--- config.mk ---
export PLATFORM = sky130hd
export DESIGN_NAME = mem_port_arbiter
export DESIGN_NICKNAME = d
export VERILOG_FILES = /design/src/rtl/mem_port_arbiter_pkg.sv /design/src/rtl/mem_port_arbiter_arb_pick.sv /design/src/rtl/mem_port_arbiter.sv
export SDC_FILE = /design/constraint.sdc
export NUM_CORES = 1
export LEC_CHECK = 0
export ABC_AREA = 0
export CORE_MARGIN = 5
export CORE_UTILIZATION = 33
export CTS_CLUSTER_SIZE = 25
export DETAILED_ROUTE_END_ITERATION = 6
export PLACE_DENSITY = 0.9
export SYNTH_ARGS = -nofsm -noshare
export SYNTH_HDL_FRONTEND = slang
export SYNTH_HIERARCHICAL = 1
export SYNTH_SLANG_ARGS = --single-unit
--- constraint.sdc ---
create_clock -name clk -period 2.9 [get_ports clk]
set_input_delay 0.58 -clock clk [delete_from_list [all_inputs] [get_ports clk]]
set_output_delay 0.58 -clock clk [all_outputs]
set_load 0.01 [all_outputs]
--- src/rtl/mem_port_arbiter_pkg.sv ---
// Shared types and constants for the fetch/data memory port arbiter.
package mem_port_arbiter_pkg;
  localparam int WORD_W = 16;
  localparam int ADDR_W = 16;

  localparam logic REQ_IF = 1'b0;
  localparam logic REQ_D  = 1'b1;

  typedef struct packed {
    logic valid;
    logic id;
  } rsp_ent_t;
endpackage

--- src/rtl/mem_port_arbiter_arb_pick.sv ---
// Combinational grant decision: data wins unless fetch has hit its starvation bound.
module arb_pick (
  input  logic i_if_req,
  input  logic i_d_req,
  input  logic i_starved,
  output logic o_if_gnt,
  output logic o_d_gnt
);
  assign o_if_gnt = i_if_req & (~i_d_req | i_starved);
  assign o_d_gnt  = i_d_req & ~(i_if_req & i_starved);
endmodule

--- src/rtl/mem_port_arbiter.sv ---
// Single-port memory arbiter between fetch and data stages with tagged response return.
// Optional ARB_STATS_EN adds conflict / forced-grant counters.
module mem_port_arbiter
  import mem_port_arbiter_pkg::*;
#(
  parameter int MEM_LAT    = 1,
  parameter int STARVE_MAX = 3
) (
  input  logic              clk,
  input  logic              reset,
  input  logic              if_req,
  input  logic [ADDR_W-1:0] if_addr,
  input  logic              if_flush,
  output logic              if_gnt,
  output logic              if_stall,
  output logic              if_rvalid,
  output logic [WORD_W-1:0] if_rdata,
  input  logic              d_req,
  input  logic              d_we,
  input  logic [ADDR_W-1:0] d_addr,
  input  logic [WORD_W-1:0] d_wdata,
  output logic              d_gnt,
  output logic              d_rvalid,
  output logic [WORD_W-1:0] d_rdata,
`ifdef ARB_STATS_EN
  output logic [15:0]       stat_conflicts,
  output logic [15:0]       stat_forced,
`endif
  output logic              mem_en,
  output logic              mem_we,
  output logic [ADDR_W-1:0] mem_addr,
  output logic [WORD_W-1:0] mem_wdata,
  input  logic [WORD_W-1:0] mem_rdata
);
  localparam logic [3:0] LP_STARVE_MAX = 4'(STARVE_MAX);

  logic [3:0]        r_starve_cnt;
  logic              w_starved, w_if_pick, w_d_pick;
  rsp_ent_t          r_line [MEM_LAT];
  rsp_ent_t          w_push, w_tail;
  logic              w_tail_live;
  logic [WORD_W-1:0] r_if_hold, r_d_hold;

  assign w_starved = (r_starve_cnt == LP_STARVE_MAX);

  arb_pick u_pick (
    .i_if_req  (if_req),
    .i_d_req   (d_req),
    .i_starved (w_starved),
    .o_if_gnt  (w_if_pick),
    .o_d_gnt   (w_d_pick)
  );

  // Grants are gated by reset so nothing reaches memory while held in reset.
  assign if_gnt   = w_if_pick & reset;
  assign d_gnt    = w_d_pick & reset;
  assign if_stall = if_req & ~if_gnt;

  assign mem_en    = if_gnt | d_gnt;
  assign mem_we    = d_gnt & d_we;
  assign mem_addr  = d_gnt ? d_addr : (if_gnt ? if_addr : '0);
  assign mem_wdata = d_gnt ? d_wdata : '0;

  always_ff @(posedge clk or negedge reset) begin
    if (!reset)                  r_starve_cnt <= '0;
    else if (if_req && !if_gnt)  r_starve_cnt <= w_starved ? r_starve_cnt : r_starve_cnt + 4'd1;
    else                         r_starve_cnt <= '0;
  end

  assign w_push.valid = mem_en & ~mem_we;
  assign w_push.id    = d_gnt ? REQ_D : REQ_IF;

  // Fetch entries are killed as they advance while if_flush is high; a new push survives.
  always_ff @(posedge clk or negedge reset) begin
    if (!reset) begin
      for (int i = 0; i < MEM_LAT; i++) r_line[i] <= '0;
    end else begin
      r_line[0] <= w_push;
      for (int i = 1; i < MEM_LAT; i++) begin
        r_line[i].id    <= r_line[i-1].id;
        r_line[i].valid <= r_line[i-1].valid & ~(if_flush & (r_line[i-1].id == REQ_IF));
      end
    end
  end

  assign w_tail      = r_line[MEM_LAT-1];
  assign w_tail_live = w_tail.valid & ~(if_flush & (w_tail.id == REQ_IF));
  assign if_rvalid   = w_tail_live & (w_tail.id == REQ_IF);
  assign d_rvalid    = w_tail_live & (w_tail.id == REQ_D);
  assign if_rdata    = if_rvalid ? mem_rdata : r_if_hold;
  assign d_rdata     = d_rvalid ? mem_rdata : r_d_hold;

  always_ff @(posedge clk or negedge reset) begin
    if (!reset) begin
      r_if_hold <= '0;
      r_d_hold  <= '0;
    end else begin
      if (if_rvalid) r_if_hold <= mem_rdata;
      if (d_rvalid)  r_d_hold  <= mem_rdata;
    end
  end

`ifdef ARB_STATS_EN
  logic [15:0] r_conflicts, r_forced;

  always_ff @(posedge clk or negedge reset) begin
    if (!reset) begin
      r_conflicts <= '0;
      r_forced    <= '0;
    end else begin
      if (if_req && d_req && r_conflicts != 16'hFFFF) r_conflicts <= r_conflicts + 16'd1;
      if (if_gnt && d_req && r_forced != 16'hFFFF)    r_forced    <= r_forced + 16'd1;
    end
  end

  assign stat_conflicts = r_conflicts;
  assign stat_forced    = r_forced;
`endif
endmodule

==> impl_metrics.env, run 1 <==
export IMPL_cts_buffers=5
export IMPL_final_common_cell="clkdlybuf4s50_1"
export IMPL_die_y_um=84.15
export IMPL_wl_per_cell_um=15.78
export IMPL_syn_inst=137
export IMPL_finalWorstSetupSlack_ps=70.26
export IMPL_synth_xor_area_share_pct=0.9655
export IMPL_rsz0062_at_grt="no"
export IMPL_drv_cap=0
export IMPL_remaining_drc_errors=0
export IMPL_power_frac_seq_pct=38.1
export IMPL_postPlaceCellArea_mm2=0.003372
export IMPL_antenna_left=0
export IMPL_switching_share_pct=27.18
export IMPL_synthTopCellsByArea="dfrtp_1 52%, mux2_2 14%, a22o_1 7.7%, mux2_4 7.4%, and3_1 5.9%"
export IMPL_clk_pin_slew_worst_paths_ps=80
export IMPL_ys_seq_area_share_pct=52.41
export IMPL_critPathKind="in -> out"
export IMPL_dp_hpwl_um=4576
export IMPL_pre_cts_ws_ps=-12.95
export IMPL_clock_root_buffer="clkbuf_8"
export IMPL_internal_power_uw=1331
export IMPL_gp_congestion=0.7156
export IMPL_relSlewSlack_pct=71.27
export IMPL_syn_to_final_growth_pct=93.31
export IMPL_drt_iter0_drc=20
export IMPL_start_util_pct=33.36
export IMPL_syn_area_mm2=0.001814
export IMPL_power_frac_comb_pct=41.5
export IMPL_peakVddDrop_v=0.0002657
export IMPL_drive_gt1_share_pct=20.89
export IMPL_finalCritPeriodShare_pct=97.58
export IMPL_critPathMaxFanout=17
export IMPL_vias=1708
export IMPL_core_area_mm2=0.005439
export IMPL_synth_seq_cells=38
export IMPL_finalNonFillerCells=364
export IMPL_cts_sinks=38
export IMPL_fp_dieW_um=84.15
export IMPL_yosys_area_top_type_share_pct=52.41
export IMPL_layout_nets=362
export IMPL_grt_max_degree=32
export IMPL_antenna_cells=0
export IMPL_antenna_found_initial=0
export IMPL_status="finished clean"
export IMPL_worst_pin_slew_ps=429.5
export IMPL_grt_overflow_total=0
export IMPL_synth_compound_area_share_pct=9.172
export IMPL_row_count=27
export IMPL_postLayoutCoreUtil_pct=64.48
export IMPL_yosys_area_top_type="dfrtp_1"
export IMPL_maxSlewViolCount=0
export IMPL_setup_violations_final=0
export IMPL_worstSetupEndpointType="primary output"
export IMPL_postCtsHoldBufs=0
export IMPL_die_area_mm2=0.007080
export IMPL_hold_worst_slack_ps=327.4
export IMPL_via_per_inst=4.692
export IMPL_synth_top_family_by_area="multiplexers"
export IMPL_clkPwrFrac_pct=20.4
export IMPL_synthMuxAreaShare_pct=22.28
export IMPL_synthSimpleGateAreaFrac_pct=10.76
export IMPL_wirelength_um=5744
export IMPL_clk_latency_ps=290
export IMPL_grt_use_total_pct=15.80
export IMPL_yosysWarnings=6
export IMPL_switchingPower_uw=496.8
export IMPL_syn_area_per_cell_um2=13.24
export IMPL_clock_skew_final_ps=9.231
export IMPL_placed_cells=353
export IMPL_finalHoldViolCount=0
export IMPL_crit_required_ps=2320
export IMPL_fmax_ghz=0.3534
export IMPL_grt_pass1_vias=1825
export IMPL_leakagePower_uw=0.001655
export IMPL_numPortBuffers=140
export IMPL_dr_pass1_iters=4
export IMPL_min_path_type="in -> async"
export IMPL_rrSetupSlack_ps=1180
export IMPL_synthAdderAreaFrac_pct=0.6897
export IMPL_synth_fp_nets=208
export IMPL_p_per_area_mw_per_mm2=521.2
export IMPL_critPathArrivalTime_ps=2250
export IMPL_layout_common_cells="115 x clkdlybuf4s50_1, 38 x dfrtp_1, 23 x mux2_2, 17 x and3_1"
export IMPL_io_pin_count=141
export IMPL_htreeDepth=2
export IMPL_start_kind="input pin"
export IMPL_reg2reg_depth=9
export IMPL_cts_buffer_depth=2
export IMPL_finish_instance_area_mm2=0.003507
export IMPL_cts_tree="yes"
export IMPL_synth_cell_types=27
export IMPL_min_period_ps=2830
export IMPL_grt_pass1_wl_um=9011
Yosys cell counts (all sizes together):
library cell and count:
nor2 4, and3 17, o22ai 1, a21oi 1, mux2 32, nor3b 2, mux2i 1, a22o 16
clkbuf 3, ha 1, nand2b 1, xor2 2, nand3b 1, dfrtp 38, inv 4, buf 4
nand2 5, clkinv 1, nand3 1, a21boi 2
routing by layer:
metal | GRT usage, % | up-vias | part of all wire [%]
met1 | 17.40 | 798 | 40
met3 | 7.066 | 6 | 11
li1 | - | 801 | -
met2 | 27.69 | 103 | 47
met5 | 0 | - | 0
met4 | 4.094 | 0 | 1.1
state kept, by name, summed over array words and instances, names as in the netlist:
name          cells
r_line            2
r_if_hold        16
r_d_hold         16
r_starve_cnt      4
kinds of logic (layout without fill, tap and decap cells):
family | count (synthesis) | count (layout)
buffers and inverters | 12 | 167
xor gates and xnor gates | 2 | 2
adders and majority gates | 1 | 1
and+or+nand+nor | 31 | 31
DFF | 38 | 38
AOI/OAI and AO/OA | 20 | 20
muxes | 33 | 33
per-stage QoR:
step	setup TNS, ps	power [uW]
3_3_place_gp	0	1458
3_5_place_dp	-38.69	1484
5_1_grt	0	1933
6_report	0	1828
4_1_cts	0	1860
2_1_floorplan	0	1006
what timing repair did:
item,in CTS,in global routing
pin swaps,0,0
hold endpoints to repair,0,0
buffers inserted,2,1
setup endpoints to repair,37,25
resized for setup,19,9
cell type report:
type / count / area (um^2)
Clock buffer: 6 / 82.58
Fill cell: 435 / 1932
Tap cell: 72 / 90.09
Sequential cell: 38 / 950.9
Inverter: 5 / 18.77
Clock inverter: 2 / 12.51
Timing Repair Buffer: 154 / 1539
Multi-Input combinational cell: 87 / 813.3
critical path, cell delays in order:
cell and delay [ps]:
clkdlybuf4s50_1 440, nor3b_4 220, buf_12 200, mux2_4 330
clkdlybuf4s50_1 480
power groups by stage:
stage | clock network, uW | logic (uW) | registers (uW)
finish | 373 | 758 | 696
global route | 414 | 811 | 707
CTS | 388 | 776 | 696
detailed placement | 0 | 778 | 706
global placement | 0 | 759 | 699
floorplan | 0 | 313 | 694
worst paths after layout:
| check | startpoint | end |
|---|---|---|
| max | if_flush | if_rdata[3] |
| min | reset | r_d_hold[9] |
| max reg2reg | r_starve_cnt[1] | r_starve_cnt[1] |
| min reg2reg | r_if_hold[14] | r_if_hold[14] |
| max in group asynchronous | reset | r_d_hold[0] |
| min in group clk | r_if_hold[14] | r_if_hold[14] |
Note: power is estimated with default switching activity, not from simulation.
==> run 2, diff against run 1 <==
Settings changed: CORE_UTILIZATION 33 to 25, PLACE_DENSITY 0.9 to 0.73, SKIP_LAST_GASP from default to 1.
==> impl_metrics.env, run 2 (same netlist as run 1, synthesis figures left out) <==
export IMPL_vias=1676
export IMPL_failed_checks="setup timing"
export IMPL_peakVddDrop_v=0.0002110
export IMPL_critPathArrivalTime_ps=2340
export IMPL_final_common_cell="clkdlybuf4s50_1"
export IMPL_gp_congestion=0.7346
export IMPL_clk_pin_slew_worst_paths_ps=70
export IMPL_p_per_area_mw_per_mm2=555.5
export IMPL_layout_common_cells="115 x clkdlybuf4s50_1, 38 x dfrtp_1, 23 x mux2_2, 17 x and3_1"
export IMPL_leakagePower_uw=0.001720
export IMPL_antenna_left=0
export IMPL_grt_use_total_pct=12.10
export IMPL_fmax_ghz=0.3421
export IMPL_grt_pass1_vias=1887
export IMPL_io_pin_count=141
export IMPL_placed_cells=380
export IMPL_die_area_mm2=0.009060
export IMPL_row_count=31
export IMPL_cts_buffers=5
export IMPL_pre_cts_ws_ps=-85.19
export IMPL_relSlewSlack_pct=67.96
export IMPL_syn_to_final_growth_pct=98.34
export IMPL_largest_registers="r_d_hold x16, r_if_hold x16, r_starve_cnt x4"
export IMPL_grt_overflow_total=0
export IMPL_start_util_pct=25.28
export IMPL_grt_max_degree=39
export IMPL_min_path_type="reg -> reg"
export IMPL_dr_pass1_iters=3
export IMPL_worstSetupEndpointType="primary output"
export IMPL_wirelength_um=5548
export IMPL_n_fill_cell=649
export IMPL_status="finished with violations"
export IMPL_htreeDepth=2
export IMPL_antenna_cells=0
export IMPL_finalHoldViolCount=0
export IMPL_crit_required_ps=2320
export IMPL_drive_gt1_share_pct=20.82
export IMPL_antenna_found_initial=0
export IMPL_drt_iter0_drc=17
export IMPL_clock_skew_final_ps=5.885
export IMPL_setup_violations_final=7
export IMPL_ff_latch_area_um2=950.9
export IMPL_cts_tree="yes"
export IMPL_worst_pin_slew_ps=480.6
export IMPL_cts_sinks=38
export IMPL_finalCritPeriodShare_pct=100.8
export IMPL_layout_nets=363
export IMPL_reg2reg_depth=10
export IMPL_fp_dieW_um=95.19
export IMPL_finalWorstSetupSlack_ps=-23.21
export IMPL_die_y_um=95.19
export IMPL_numPortBuffers=140
export IMPL_clk_latency_ps=280
export IMPL_cts_buffer_depth=2
export IMPL_min_path_cells=1
export IMPL_maxSlewViolCount=0
export IMPL_clock_root_buffer="clkbuf_8"
export IMPL_core_area_mm2=0.007176
export IMPL_wl_per_cell_um=14.15
export IMPL_critPathMaxFanout=13
export IMPL_drv_cap=0
export IMPL_critPathKind="in -> out"
export IMPL_grt_pass1_wl_um=8666
export IMPL_postLayoutCoreUtil_pct=50.15
export IMPL_start_kind="input pin"
export IMPL_via_per_inst=4.276
export IMPL_min_period_ps=2923
export IMPL_rsz0062_at_grt="yes"
export IMPL_finalNonFillerCells=392
export IMPL_tns_ps=-87.51
export IMPL_multiInputGateArea_um2=812.0
export IMPL_dp_hpwl_um=4422
export IMPL_remaining_drc_errors=0
export IMPL_hold_worst_slack_ps=493.4
==> run 2: changes by cell type in the layout (fill, tap and decap cells not counted), sizes merged <==
cell      before  now
bufinv         0    2
buf           15   16
clkinv         2    1
clkinvlp       1    0
==> run 2: cell type report <==
class / instances / area share, %
clock buffers: 6 / 2.295
clock inverters: 2 / 1.669
inverters: 5 / 0.5216
multi-input cells: 87 / 22.57
flip-flops and latches: 38 / 26.43
well taps: 99 / 3.442
repair buffers: 155 / 43.08
==> run 2: timing repair <==
action                                  in CTS  in global routing
endpoints found under the setup margin      42                 38
pin swaps                                    1                  0
setup buffers                                3                  1
resized for setup                           17                 11
hold buffers                                 0                  0
==> run 2: power by group <==
part	switching [uW]	internal, uW
sequential	33.1	660
combinational	276	485
clock	179	367
==> run 2: path summary, 6_finish.rpt <==
kind	start	to	slack, ps
setup / recovery	if_flush	if_rdata[14]	-20
hold / removal	r_if_hold[8]	r_if_hold[8]	490
setup reg to reg	r_starve_cnt[0]	r_starve_cnt[2]	1210
hold reg to reg	r_if_hold[8]	r_if_hold[8]	490
max in group asynchronous	reset	r_d_hold[0]	1970
min in group asynchronous	reset	r_if_hold[15]	600
==> run 2: critical path, cell delays in order <==
cell	delay, ps
clkdlybuf4s50_1	470
nor3b_4	260
buf_12	180
mux2_2	350
clkdlybuf4s50_1	490
==> run 2: metrics by stage <==
stage | power, uW | area, um^2
after global routing | 2111 | 3598
after global placement | 1463 | 3393
final | 1999 | 3598
after CTS | 2041 | 3555
after floorplan | 1006 | 1814
after detailed placement | 1479 | 3393
==> run 2: metal layers <==
metal  wire [um]  up-vias  global-route usage, %
met2        2669       94                  21.63
met5           0        -                      0
met1        2187      774                  13.13
met3         658        4                  4.972
met4          32        0                  3.245
li1            -      804                      -
